## src/rtl/sar_logic.sv

```systemverilog
// SAR-ADC controller: tracks for SAMPLE_CYC cycles, then binary-searches one bit per cycle; start-to-valid latency SAMPLE_CYC+NBIT.
// No backpressure: start is only honoured in IDLE or on the final conversion edge, never queued.
module sar_logic #(
  parameter int NBIT       = 8,
  parameter int SAMPLE_CYC = 2
) (
  input  logic            clk,
  input  logic            rst,
  input  logic            start,
  input  logic            cmp,
  output logic            sample,
  output logic [NBIT-1:0] dac_code,
  output logic            busy,
  output logic [NBIT-1:0] dout,
  output logic            valid
);

  localparam int SW = (SAMPLE_CYC > 1) ? $clog2(SAMPLE_CYC) : 1;
  localparam int BW = $clog2(NBIT);
  localparam logic [NBIT-1:0] MSB_ONLY = {1'b1, {(NBIT-1){1'b0}}};

  typedef enum logic [1:0] {
    IDLE   = 2'd0,
    SAMPLE = 2'd1,
    CONV   = 2'd2
  } state_t;

  state_t          state, state_nxt;
  logic [SW-1:0]   scnt, scnt_nxt;
  logic [BW-1:0]   bidx, bidx_nxt;
  logic            sample_nxt, busy_nxt, valid_nxt;
  logic [NBIT-1:0] dac_nxt, dout_nxt;

  always_ff @(posedge clk) begin
    if (rst) begin
      state    <= IDLE;
      scnt     <= '0;
      bidx     <= '0;
      sample   <= 1'b0;
      dac_code <= '0;
      busy     <= 1'b0;
      dout     <= '0;
      valid    <= 1'b0;
    end else begin
      state    <= state_nxt;
      scnt     <= scnt_nxt;
      bidx     <= bidx_nxt;
      sample   <= sample_nxt;
      dac_code <= dac_nxt;
      busy     <= busy_nxt;
      dout     <= dout_nxt;
      valid    <= valid_nxt;
    end
  end

  always_comb begin
    state_nxt  = state;
    scnt_nxt   = scnt;
    bidx_nxt   = bidx;
    sample_nxt = sample;
    dac_nxt    = dac_code;
    busy_nxt   = busy;
    dout_nxt   = dout;
    valid_nxt  = 1'b0;
    case (state)
      IDLE: begin
        if (start) begin
          state_nxt  = SAMPLE;
          sample_nxt = 1'b1;
          busy_nxt   = 1'b1;
          scnt_nxt   = SW'(SAMPLE_CYC - 1);
          dac_nxt    = '0;
        end
      end
      SAMPLE: begin
        if (scnt == '0) begin
          state_nxt  = CONV;
          sample_nxt = 1'b0;
          dac_nxt    = MSB_ONLY;
          bidx_nxt   = BW'(NBIT - 1);
        end else begin
          scnt_nxt = scnt - 1'b1;
        end
      end
      CONV: begin
        dac_nxt[bidx] = cmp;
        if (bidx != '0) begin
          dac_nxt[bidx - 1'b1] = 1'b1;
          bidx_nxt             = bidx - 1'b1;
        end else begin
          // Last bit goes straight to dout; the DAC is parked at zero.
          dout_nxt  = {dac_code[NBIT-1:1], cmp};
          valid_nxt = 1'b1;
          dac_nxt   = '0;
          if (start) begin
            state_nxt  = SAMPLE;
            sample_nxt = 1'b1;
            scnt_nxt   = SW'(SAMPLE_CYC - 1);
          end else begin
            state_nxt = IDLE;
            busy_nxt  = 1'b0;
          end
        end
      end
      default: begin
        state_nxt = IDLE;
      end
    endcase
  end

endmodule
```

## config.mk

```make
export PLATFORM = sky130hd
export DESIGN_NAME = sar_logic
export DESIGN_NICKNAME = d
export VERILOG_FILES = /design/src/rtl/sar_logic.sv
export SDC_FILE = /design/constraint.sdc
export NUM_CORES = 1
export LEC_CHECK = 0
export CAP_MARGIN = 15
export CORE_ASPECT_RATIO = 1.75
export CORE_UTILIZATION = 52
export DETAILED_ROUTE_END_ITERATION = 12
export PLACE_DENSITY = 0.76
export SLEW_MARGIN = 20
export SYNTH_ARGS = -nofsm -noshare
export SYNTH_HDL_FRONTEND = slang
export SYNTH_SLANG_ARGS = --single-unit
```

## constraint.sdc

```tcl
create_clock -name clk -period 2.6 [get_ports clk]
set_clock_uncertainty 0.05 [all_clocks]
set_input_delay 0.52 -clock clk [delete_from_list [all_inputs] [get_ports clk]]
set_output_delay 0.52 -clock clk [all_outputs]
set_load 0.02 [all_outputs]
```

==> results.cfg <==
[clocking]
clk_path_buf_depth = 2
cts_buffers = 3
post_cts_buffers = 0
ctsHtreeMaxLevel = 1
cts.clk_slew.worst_paths_ns = 0.09
cts-root-buf = clkbuf_8
clock_latency_ns = 0.27
cts_resized = 0
cts_tree = yes
postCtsHoldBufs = 0
clkSinkCount = 25

[die]
dieWidth_um = 41.31
die_h_um = 70.80
core_region_area_um2 = 2522
start_util_pct = 55.75
io_pins = 23
die-area_um2 = 2925
rows = 24

[setup_path]
cpLargestDelayFamily = simple AND/OR/NAND/NOR gates
crit_chain = inv_1 > ha_1 > nand2_1 > nor3b_2 > buf_4 > nor2_1 > a2111oi_1
cp.required_ns = 2.68
cp-start-kind = flop
critPathArrivalTime_ns = 2.13
cpPeakStageDelay_ns = 0.42
crit_type = reg -> reg
crit_slowest_cell = a2111oi_1
crit_fanout = 14
end_kind = flop
critPathBufInv = 2

[global_routing]
grt_overflow = 0
grt_pass1_wl_um = 5444
globalRouteTotalUtil_pct = 25.45
antenna_found_initial = 0
grt_max_degree = 21
grt_pass1_vias = 1246

[sta]
max-slew-margin-rel_pct = 58.02
fin_ws_ns = 0.5496
finalCriticalPeriod_ns = 2.050
setup-tns-final_ns = 0
hold_violations = 0
clock.fmax_mhz = 487.7
final_max_slew_viol_count = 0
worst_pin_slew_ns = 0.6277
fin_crit_sh_pct = 78.86
setup_viol_count_final = 0
grt_setup_unrepaired = false

[power_and_ir_drop]
leakage_uw = 0.0006604
power_density_nw_per_um2 = 1106
ir_drop_v = 0.0005898

[yosys]
ys.flop_type = dfxtp_1
synthDominantCellAreaShare_pct = 35.59
synth_top_cell_by_area = dfxtp_1
synth.area.top_cells = dfxtp_1 (36%), ha_1 (6.2%), nor2_1 (6.1%)
synth-seq-area-share_pct = 35.59
syn_inst = 166
synth.net_count = 177
synth_seq_cells = 25
synth_area_per_cell_um2 = 8.472
synth_edf_count = 0
yosysWarnings = 0
syn_area_um2 = 1406
synth_common_cells = dfxtp_1 (25), nor2_1 (23), a21oi_1 (14)
yosysMostFrequentCell = dfxtp_1
synth.distinct_cells = 41
async_flop_share_pct = 0

[layout]
area_growth_syn_to_layout_pct = 20.46
nNetsFinal = 198
diodes = 0
drive_above_1_share_pct = 8.065
fin_util_pct = 67.16

[min_path]
hold_path.class = reg -> reg

[drt]
vias = 1315
firstDrtPassIters = 4
totalWireLength_um = 3232
drc = 0
drt_iter0_markers = 51
ant_nets = 0
via_per_inst = 6.203
wl_per_cell_um = 15.25

[placed_design]
routabilityCongestion = 0.8580
numPortBuffers = 22
post-dp-hpwl_um = 2378
dp_slack_ns = 0.4207

[flow_run]
maxCapViolCount = 0

[outcome]
status = completed
## power breakdown
part	switching, uW	internal (uW)
Clock	120	107
Combinational	646	444
Sequential	92.0	463
## per-layer routing
metal	up-vias	GRT usage (%)	share of wire (%)
met3	8	2.508	3.1
met2	38	44.79	57
li1	642	-	-
met4	0	8.961	2.4
met5	-	0	0
met1	627	29.26	38
## cells in the final DEF, fill, tap and decap left out, drive strengths merged, types with 4 or more instances in the layout
cell type and n:
nor2 23, inv 11, a211oi 5, buf 6, a2111oi 6, mux2i 6
dfxtp 25, nand2 6, ha 7, o21ai 7, clkdlybuf4s50 22, nand3 4
a21oi 14
## kinds of logic after synthesis
kind of cell,after synthesis,synth area share (%)
AO/OA/AOI/OAI,57,29.63
XOR/XNOR,1,0.6229
adder cells (fa/ha/maj),7,6.227
buffers and inverters,23,6.939
flip-flops,25,35.59
multiplexers,6,4.271
AND/OR/NAND/NOR,47,16.72
## worst register-to-register path, cell delays in order, from the launching register on
cell and delay, ns:
dfxtp_1 0.40, inv_1 0.10, ha_1 0.27, nand2_1 0.18, nor3b_2 0.20, buf_4 0.23, nor2_1 0.06, a2111oi_1 0.42
## layout make-up
cell class	instances	area [um^2]
Fill cell	229	828.3
Multi-Input combinational cell	118	808.3
Sequential cell	25	500.5
Timing Repair Buffer	28	265.3
Clock buffer	3	41.29
Inverter	11	41.29
Tap cell	26	32.53
Clock inverter	1	5.005
## final timing paths
path	startpoint	end	slack (ns)	cells after the start
hold / removal	dout[5]$_SDFFE_PP0P_	dout[5]$_SDFFE_PP0P_	0.44	2
setup reg to reg	state[1]$_SDFFE_PP0P_	dac_code[3]$_SDFFE_PP0P_	0.55	7
setup / recovery	state[1]$_SDFFE_PP0P_	dac_code[3]$_SDFFE_PP0P_	0.55	7
hold reg to reg	dout[5]$_SDFFE_PP0P_	dout[5]$_SDFFE_PP0P_	0.44	2
## stage by stage
stage / total power, uW / cell area (um^2) / std cells / hold slack (ns)
after global routing: 2017 / 1694 / 212 / 0.4701
final: 1873 / 1694 / 212 / 0.4389
after CTS: 1866 / 1694 / 212 / 0.4435
after floorplan: 1362 / 1406 / 166 / 0.4701
after global placement: 1605 / 1648 / 208 / 0.4187
after detailed placement: 1633 / 1648 / 208 / 0.4230
## state kept, by name, summed over array words and instances (netlist names)
name	count
dac_code	8
dout	8
bidx	3
state	2
busy	1
sample	1
scnt	1
valid	1
Power figures use the tool's default switching activity.
==> edit 1: new RTL, same settings <==
Remove the register `valid`: a continuous assignment takes its place, so the output `valid` follows one clock earlier. Comments in the files are not updated.
--- a/src/rtl/sar_logic.sv
+++ b/src/rtl/sar_logic.sv
@@ -41,5 +41,4 @@
       busy     <= 1'b0;
       dout     <= '0;
-      valid    <= 1'b0;
     end else begin
       state    <= state_nxt;
@@ -50,7 +49,8 @@
       busy     <= busy_nxt;
       dout     <= dout_nxt;
-      valid    <= valid_nxt;
     end
   end
+
+  assign valid = valid_nxt;
 
   always_comb begin
Check against the original RTL: no difference found for any inputs over 10 cycles, from zero or initial values and one cycle with rst high; that may be too few to reach the edited logic, so the function may still have changed.
==> edit 1 against the unedited design <==
Critical path depth down 2; synthesized area up 1.8%; sequential cell count down 1; via count down 4.1%; wire length up 1.0%; worst hold slack worse by 24 ps; global-route usage down 1.3 points; maximum frequency down 14%; cell area up 2.4%; core utilization up 0.78 points; worst setup slack worse by 350 ps; die area up 1.7%; power up 9.4%; critical path type is now reg -> out; largest cell class unchanged; highest routed layer unchanged.
==> edit 1: results (changes against the unedited design) <==
[global_route] via count of the first global-routing pass 1260 [+1.1%]
[place] I/O Buffers 22 [unchanged]
[min_path] origin of the worst min-delay path dout[5]$_SDFFE_PP0P_
[yosys] count of different cell masters after synthesis 50 [+22%]
[final_layout] Regs by FF count dac_code (8), dout (8), bidx (3)
[yosys] predominant post-synthesis flop cell sky130_fd_sc_hd__dfxtp_1
[place] estimated wirelength of the detail-placed design 2480 um [+4.1%]
[yosys] nets in the synthesized netlist 170 [-4.0%]
[yosys] FFs w/ async S/R, synth 0% [unchanged]
[yosys] synthesized instance count 158 [-4.8%]
[routing] detailed-route wire length on metal 1 1200 um [-2.3%]
[final_layout] Nets 192 [-3.0%]
[pwr] areal power density over the cells 1180 nW/um^2 [+6.9%]
[pwr] Leakage Power 0.000664 uW [+0.54%]
[final_layout] layout cells sized above 1 15.1% [+7.0 points]
[run_status] run status complete, no violations
[clock_tree] master cell of the clock root buffer sky130_fd_sc_hd__clkbuf_8
[routing] final wirelength 3270 um [+1.0%]
[clock_tree] clk slew on worst S/H paths 90 ps [about the same]
[routing] top routing layer in use met4
[routing] total met3 wirelength after detailed routing 94 um [-6.0%]
[routing] detail-routed via count per cell 6.15 [-0.83%]
[clock_tree] worst skew pair latency 270 ps [about the same]
[clock_tree] maximum count of clock buffers along a single path 2 [unchanged]
[yosys] ranking of synthesized cells by instance count sky130_fd_sc_hd__dfxtp_1 (24), sky130_fd_sc_hd__a21oi_1 (17), sky130_fd_sc_hd__nand2_1 (17)
[clock_tree] number of levels the H-tree was split into 1 [unchanged]
[min_path] type of the tightest min-delay check reg -> reg
[global_route] first-pass GRT wire length 5660 um [+4.0%]
[routing] DRC violation total after the first TritonRoute iteration 47 [-7.8%]
[yosys] Synth warnings 0 [unchanged]
[worst_setup_path] nature of the critical path startpoint flop
[routing] router iterations before antenna repair 4 [unchanged]
[sta] worst-margin pin slew 347 ps [-281 ps]
[global_route] maximum number of pins on one net before global-route repair 25 [+19%]
[worst_setup_path] worst path arrival time 1830 ps [-300 ps]
[global_route] all-layer global routing usage 24.2% [-1.3 points]
[routing] post-DR wirelength/cell 15.9 um [+4.5%]
[yosys] sequential area share after synthesis 33.6% [-2.0 points]
[yosys] top cells by area, synth sky130_fd_sc_hd__dfxtp_1 (34%), sky130_fd_sc_hd__ha_1 (7.0%), sky130_fd_sc_hd__a21oi_1 (5.9%)
[place] total placed cells including tap cells 201 [-3.4%]
[final_layout] Antenna Diode Count 0 [unchanged]
[worst_setup_path] critical path peak fanout 10 [-4]
[global_route] number of antenna violations at the first check in global routing 0 [unchanged]
[routing] Detail Route met2 WL 1900 um [+3.8%]
[clock_tree] CTS Buf Count 3 [unchanged]
[place] routability congestion estimate 0.829 [-3.4%]
[pwr] VDD IR-drop max 0.736 mV [+25%]
[worst_setup_path] launch point of the worst reg-to-reg path bidx[1]$_SDFFE_PP0P_
edit 1: cell count changes after synthesis, moves of 3 or more:
cell and change:
sky130_fd_sc_hd__nand2_1 +11, sky130_fd_sc_hd__nor2_1 -10, sky130_fd_sc_hd__inv_1 -7, sky130_fd_sc_hd__clkbuf_1 -4, sky130_fd_sc_hd__nor2b_1 +4, sky130_fd_sc_hd__a21boi_0 -3
sky130_fd_sc_hd__a21oi_1 +3, sky130_fd_sc_hd__o32ai_1 -3
edit 1: path summary, 6_finish.rpt:
check	end	slack [ps]	cells past startpoint
max reg2reg	dac_code[4]$_SDFFE_PP0P_	670	6
min	dout[5]$_SDFFE_PP0P_	410	2
max	valid	200	5
min reg2reg	dout[5]$_SDFFE_PP0P_	410	2
edit 1: kinds of logic (layout without fill, tap and decap cells):
logic type	count (synthesis)	in the layout	synth area share, %
AOI/OAI and AO/OA	50	50	27.5
xor gates and xnor gates	2	2	1.75
adders and majority gates	8	8	6.99
buffers and inverters	15	36	5.51
DFF	24	24	33.6
muxes	4	4	2.80
and+or+nand+nor	55	55	21.9
edit 1: report_power, final:
part | switching [uW] | leakage (uW) | internal, uW
clock | 129 | 0.0000357 | 206
sequential | 93.3 | 0.000196 | 446
combinational | 682 | 0.000433 | 493
total | 905 | 0.000664 | 1140
edit 1: metrics by stage:
step	power [uW]	instance area [um^2]	worst slack, ps	util, %
floorplan	1450	1430	815	-
detailed placement	1710	1660	196	65.1
CTS	2050	1730	217	67.9
global route	2190	1730	119	67.9
global placement	1670	1660	254	65.1
finish	2050	1730	205	67.9
edit 1: repair_timing:
| item | CTS | global route |
|---|---|---|
| resized for setup | 2 | 0 |
| setup buffers | 0 | 0 |
| setup endpoints to repair | 1 | 0 |
edit 1: worst max-delay path, stage by stage, from the launching register on:
cell,delay [ps]
sky130_fd_sc_hd__dfxtp_1,410
sky130_fd_sc_hd__inv_1,170
sky130_fd_sc_hd__ha_2,270
sky130_fd_sc_hd__nand3b_4,160
sky130_fd_sc_hd__inv_1,190
sky130_fd_sc_hd__dlygate4sd2_1,360
edit 1: per-layer routing:
metal  global-route usage [%]  up-vias
met5                        0        -
met4                     10.4        0
met3                     2.27        7
met2                     48.3       43
met1                     24.2      597
li1                         -      614
edit 1: layout make-up:
| cell class | instances | area [um^2] |
|---|---|---|
| fill | 199 | 818 |
| clock inverter | 1 | 30.0 |
| sequential | 24 | 480 |
| tap | 26 | 32.5 |
| clock buffer | 3 | 41.3 |
| inverter | 5 | 18.8 |
| timing repair buffer | 27 | 256 |
| multi-input combinational | 119 | 875 |
==> edit 2: new RTL, same settings <==
Without the edit above. Set the parameter `NBIT` to 16 (it was 8).
--- a/src/rtl/sar_logic.sv
+++ b/src/rtl/sar_logic.sv
@@ -2,5 +2,5 @@
 // No backpressure: start is only honoured in IDLE or on the final conversion edge, never queued.
 module sar_logic #(
-  parameter int NBIT       = 8,
+  parameter int NBIT       = 16,
   parameter int SAMPLE_CYC = 2
 ) (
Ports: changed (resized dac_code and dout); port bits go from 23 to 39. The function was not compared with the original's and may differ.
==> edit 2 against the unedited design <==
Non-clock buffer count is 21 higher; synthesized cell count up 78%; cell area is 69% higher; worst setup slack lost 240 ps; power rose by 71%; synthesized area rose by 66%; sequential cell count rose by 17; critical path depth down 1; wire length grew 86%; combinational power up 63%; worst hold slack got worse by 35 ps; critical path type unchanged; largest power group unchanged.
==> edit 2: results (changes against the unedited design) <==
[routing] router iterations before antenna repair 5 [+1]
[global_route] via count of the first global-routing pass 1980 [+59%]
[routing] post-DR wirelength/cell 15.9 um [+4.0%]
[place] I/O Buffers 38 [+73%]
[clock_tree] clk slew on worst S/H paths 80 ps
[pwr] Leakage Power 0.00100 uW [+52%]
[yosys] Post-Synth Adder-Cell Area 5.89% [-0.34 points]
[clock_tree] total setup buffers inserted after CTS 0 [unchanged]
[routing] DRC violation total after the first TritonRoute iteration 95 [+86%]
[worst_setup_path] delay of the slowest cell on the worst path 480 ps [+60 ps]
[place] routability congestion estimate 0.922 [+7.5%]
[yosys] top cells by area, synth sky130_fd_sc_hd__dfxtp_1 (36%), sky130_fd_sc_hd__nand2_1 (7.9%), sky130_fd_sc_hd__a21oi_1 (6.9%)
[min_path] type of the tightest min-delay check reg -> reg
[yosys] ranking of synthesized cells by instance count sky130_fd_sc_hd__nand2_1 (49), sky130_fd_sc_hd__dfxtp_1 (42), sky130_fd_sc_hd__a21oi_1 (32)
[yosys] Compound-Gate Fraction of Synth Area 22.9% [-6.8 points]
[final_layout] Filler Cells Inserted 369 [+61%]
[routing] total via count in the routed design 2272 [+73%]
[worst_setup_path] critical path peak fanout 15 [+1]
[final_layout] Regs by FF count dac_code (16), dout (16), bidx (4)
[pwr] VDD IR-drop max 0.733 mV [+24%]
[yosys] sequential area share after synthesis 36.0% [+0.39 points]
[final_layout] layout cells sized above 1 7.90% [-0.16 points]
[clock_tree] master cell of the clock root buffer sky130_fd_sc_hd__clkbuf_8
[worst_setup_path] highest-delay cell along the critical path sky130_fd_sc_hd__or3b_4
[global_route] number of antenna violations at the first check in global routing 0 [unchanged]
[yosys] nets in the synthesized netlist 310 [+75%]
[yosys] share of cell area taken by muxes after synthesis 3.96% [-0.31 points]
[sta] max_slew headroom 49.0% [-9.1 points]
[yosys] xor/xnor share of the synthesized area 0% [-0.62 points]
[global_route] all-layer global routing usage 26.8% [+1.4 points]
[run_status] run status complete, no violations
[clock_tree] number of levels the H-tree was split into 2 [+1]
[global_route] maximum number of pins on one net before global-route repair 24 [+14%]
[clock_tree] worst skew pair latency 290 ps [+20 ps]
[global_route] first-pass GRT wire length 9680 um [+78%]
[final_layout] Nets 343 [+73%]
[place] estimated wirelength of the detail-placed design 4360 um [+83%]
[yosys] FFs w/ async S/R, synth 0% [unchanged]
[yosys] count of different cell masters after synthesis 48 [+17%]
[clock_tree] CTS Buf Count 5 [+2]
[yosys] predominant post-synthesis flop cell sky130_fd_sc_hd__dfxtp_1
-- edit 2: layer usage --
layer	GRT usage [%]	part of all wire (%)	vias up
li1	-	-	1131
met1	31.7	39	1040
met2	45.1	52	85
met3	4.55	5.6	16
met4	12.1	3.1	0
met5	0	0	-
-- edit 2: cells by family after synthesis --
logic type,Yosys count
AND/OR/NAND/NOR,118
AO/OA/AOI/OAI,83
flip-flops,42
buffers and inverters,32
adder cells (fa/ha/maj),11
multiplexers,9
-- edit 2: cell type report --
class	instances	share of cell area, %
multi-input cells	221	47.4
clock inverters	2	1.31
well taps	49	2.14
flip-flops and latches	42	29.3
inverters	9	1.18
clock buffers	6	2.53
repair buffers	49	16.1
-- edit 2: critical path, delay by kind of cell (launching register included) --
family	cells	cell delay, ps
AOI/OAI and AO/OA	1	400
adders and majority gates	1	470
buffers and inverters	1	140
DFF	1	400
and+or+nand+nor	3	700
-- edit 2: where the power goes --
group          leakage [uW]  switching [uW]  internal (uW)
Sequential         0.000341             178            742
Clock             0.0000514             227            286
Combinational      0.000609            1120            651
-- edit 2: per-stage QoR --
step	utilization, %	cells	hold slack (ps)	worst slack (ps)	area, um^2
detailed placement	65.3	370	396	316	2760
global placement	65.3	370	390	368	2760
floorplan	-	295	485	727	2340
CTS	67.9	378	407	322	2870
finish	67.9	378	404	307	2870
global route	67.9	378	424	43.3	2870
-- edit 2: final timing paths --
check	start	to	cells past startpoint	slack [ps]
max reg2reg	bidx[0]$_SDFFE_PP0P_	dac_code[14]$_SDFFE_PP0P_	6	310
max	bidx[0]$_SDFFE_PP0P_	dac_code[14]$_SDFFE_PP0P_	6	310
min reg2reg	dout[14]$_SDFFE_PP0P_	dout[14]$_SDFFE_PP0P_	2	400
min	dout[14]$_SDFFE_PP0P_	dout[14]$_SDFFE_PP0P_	2	400
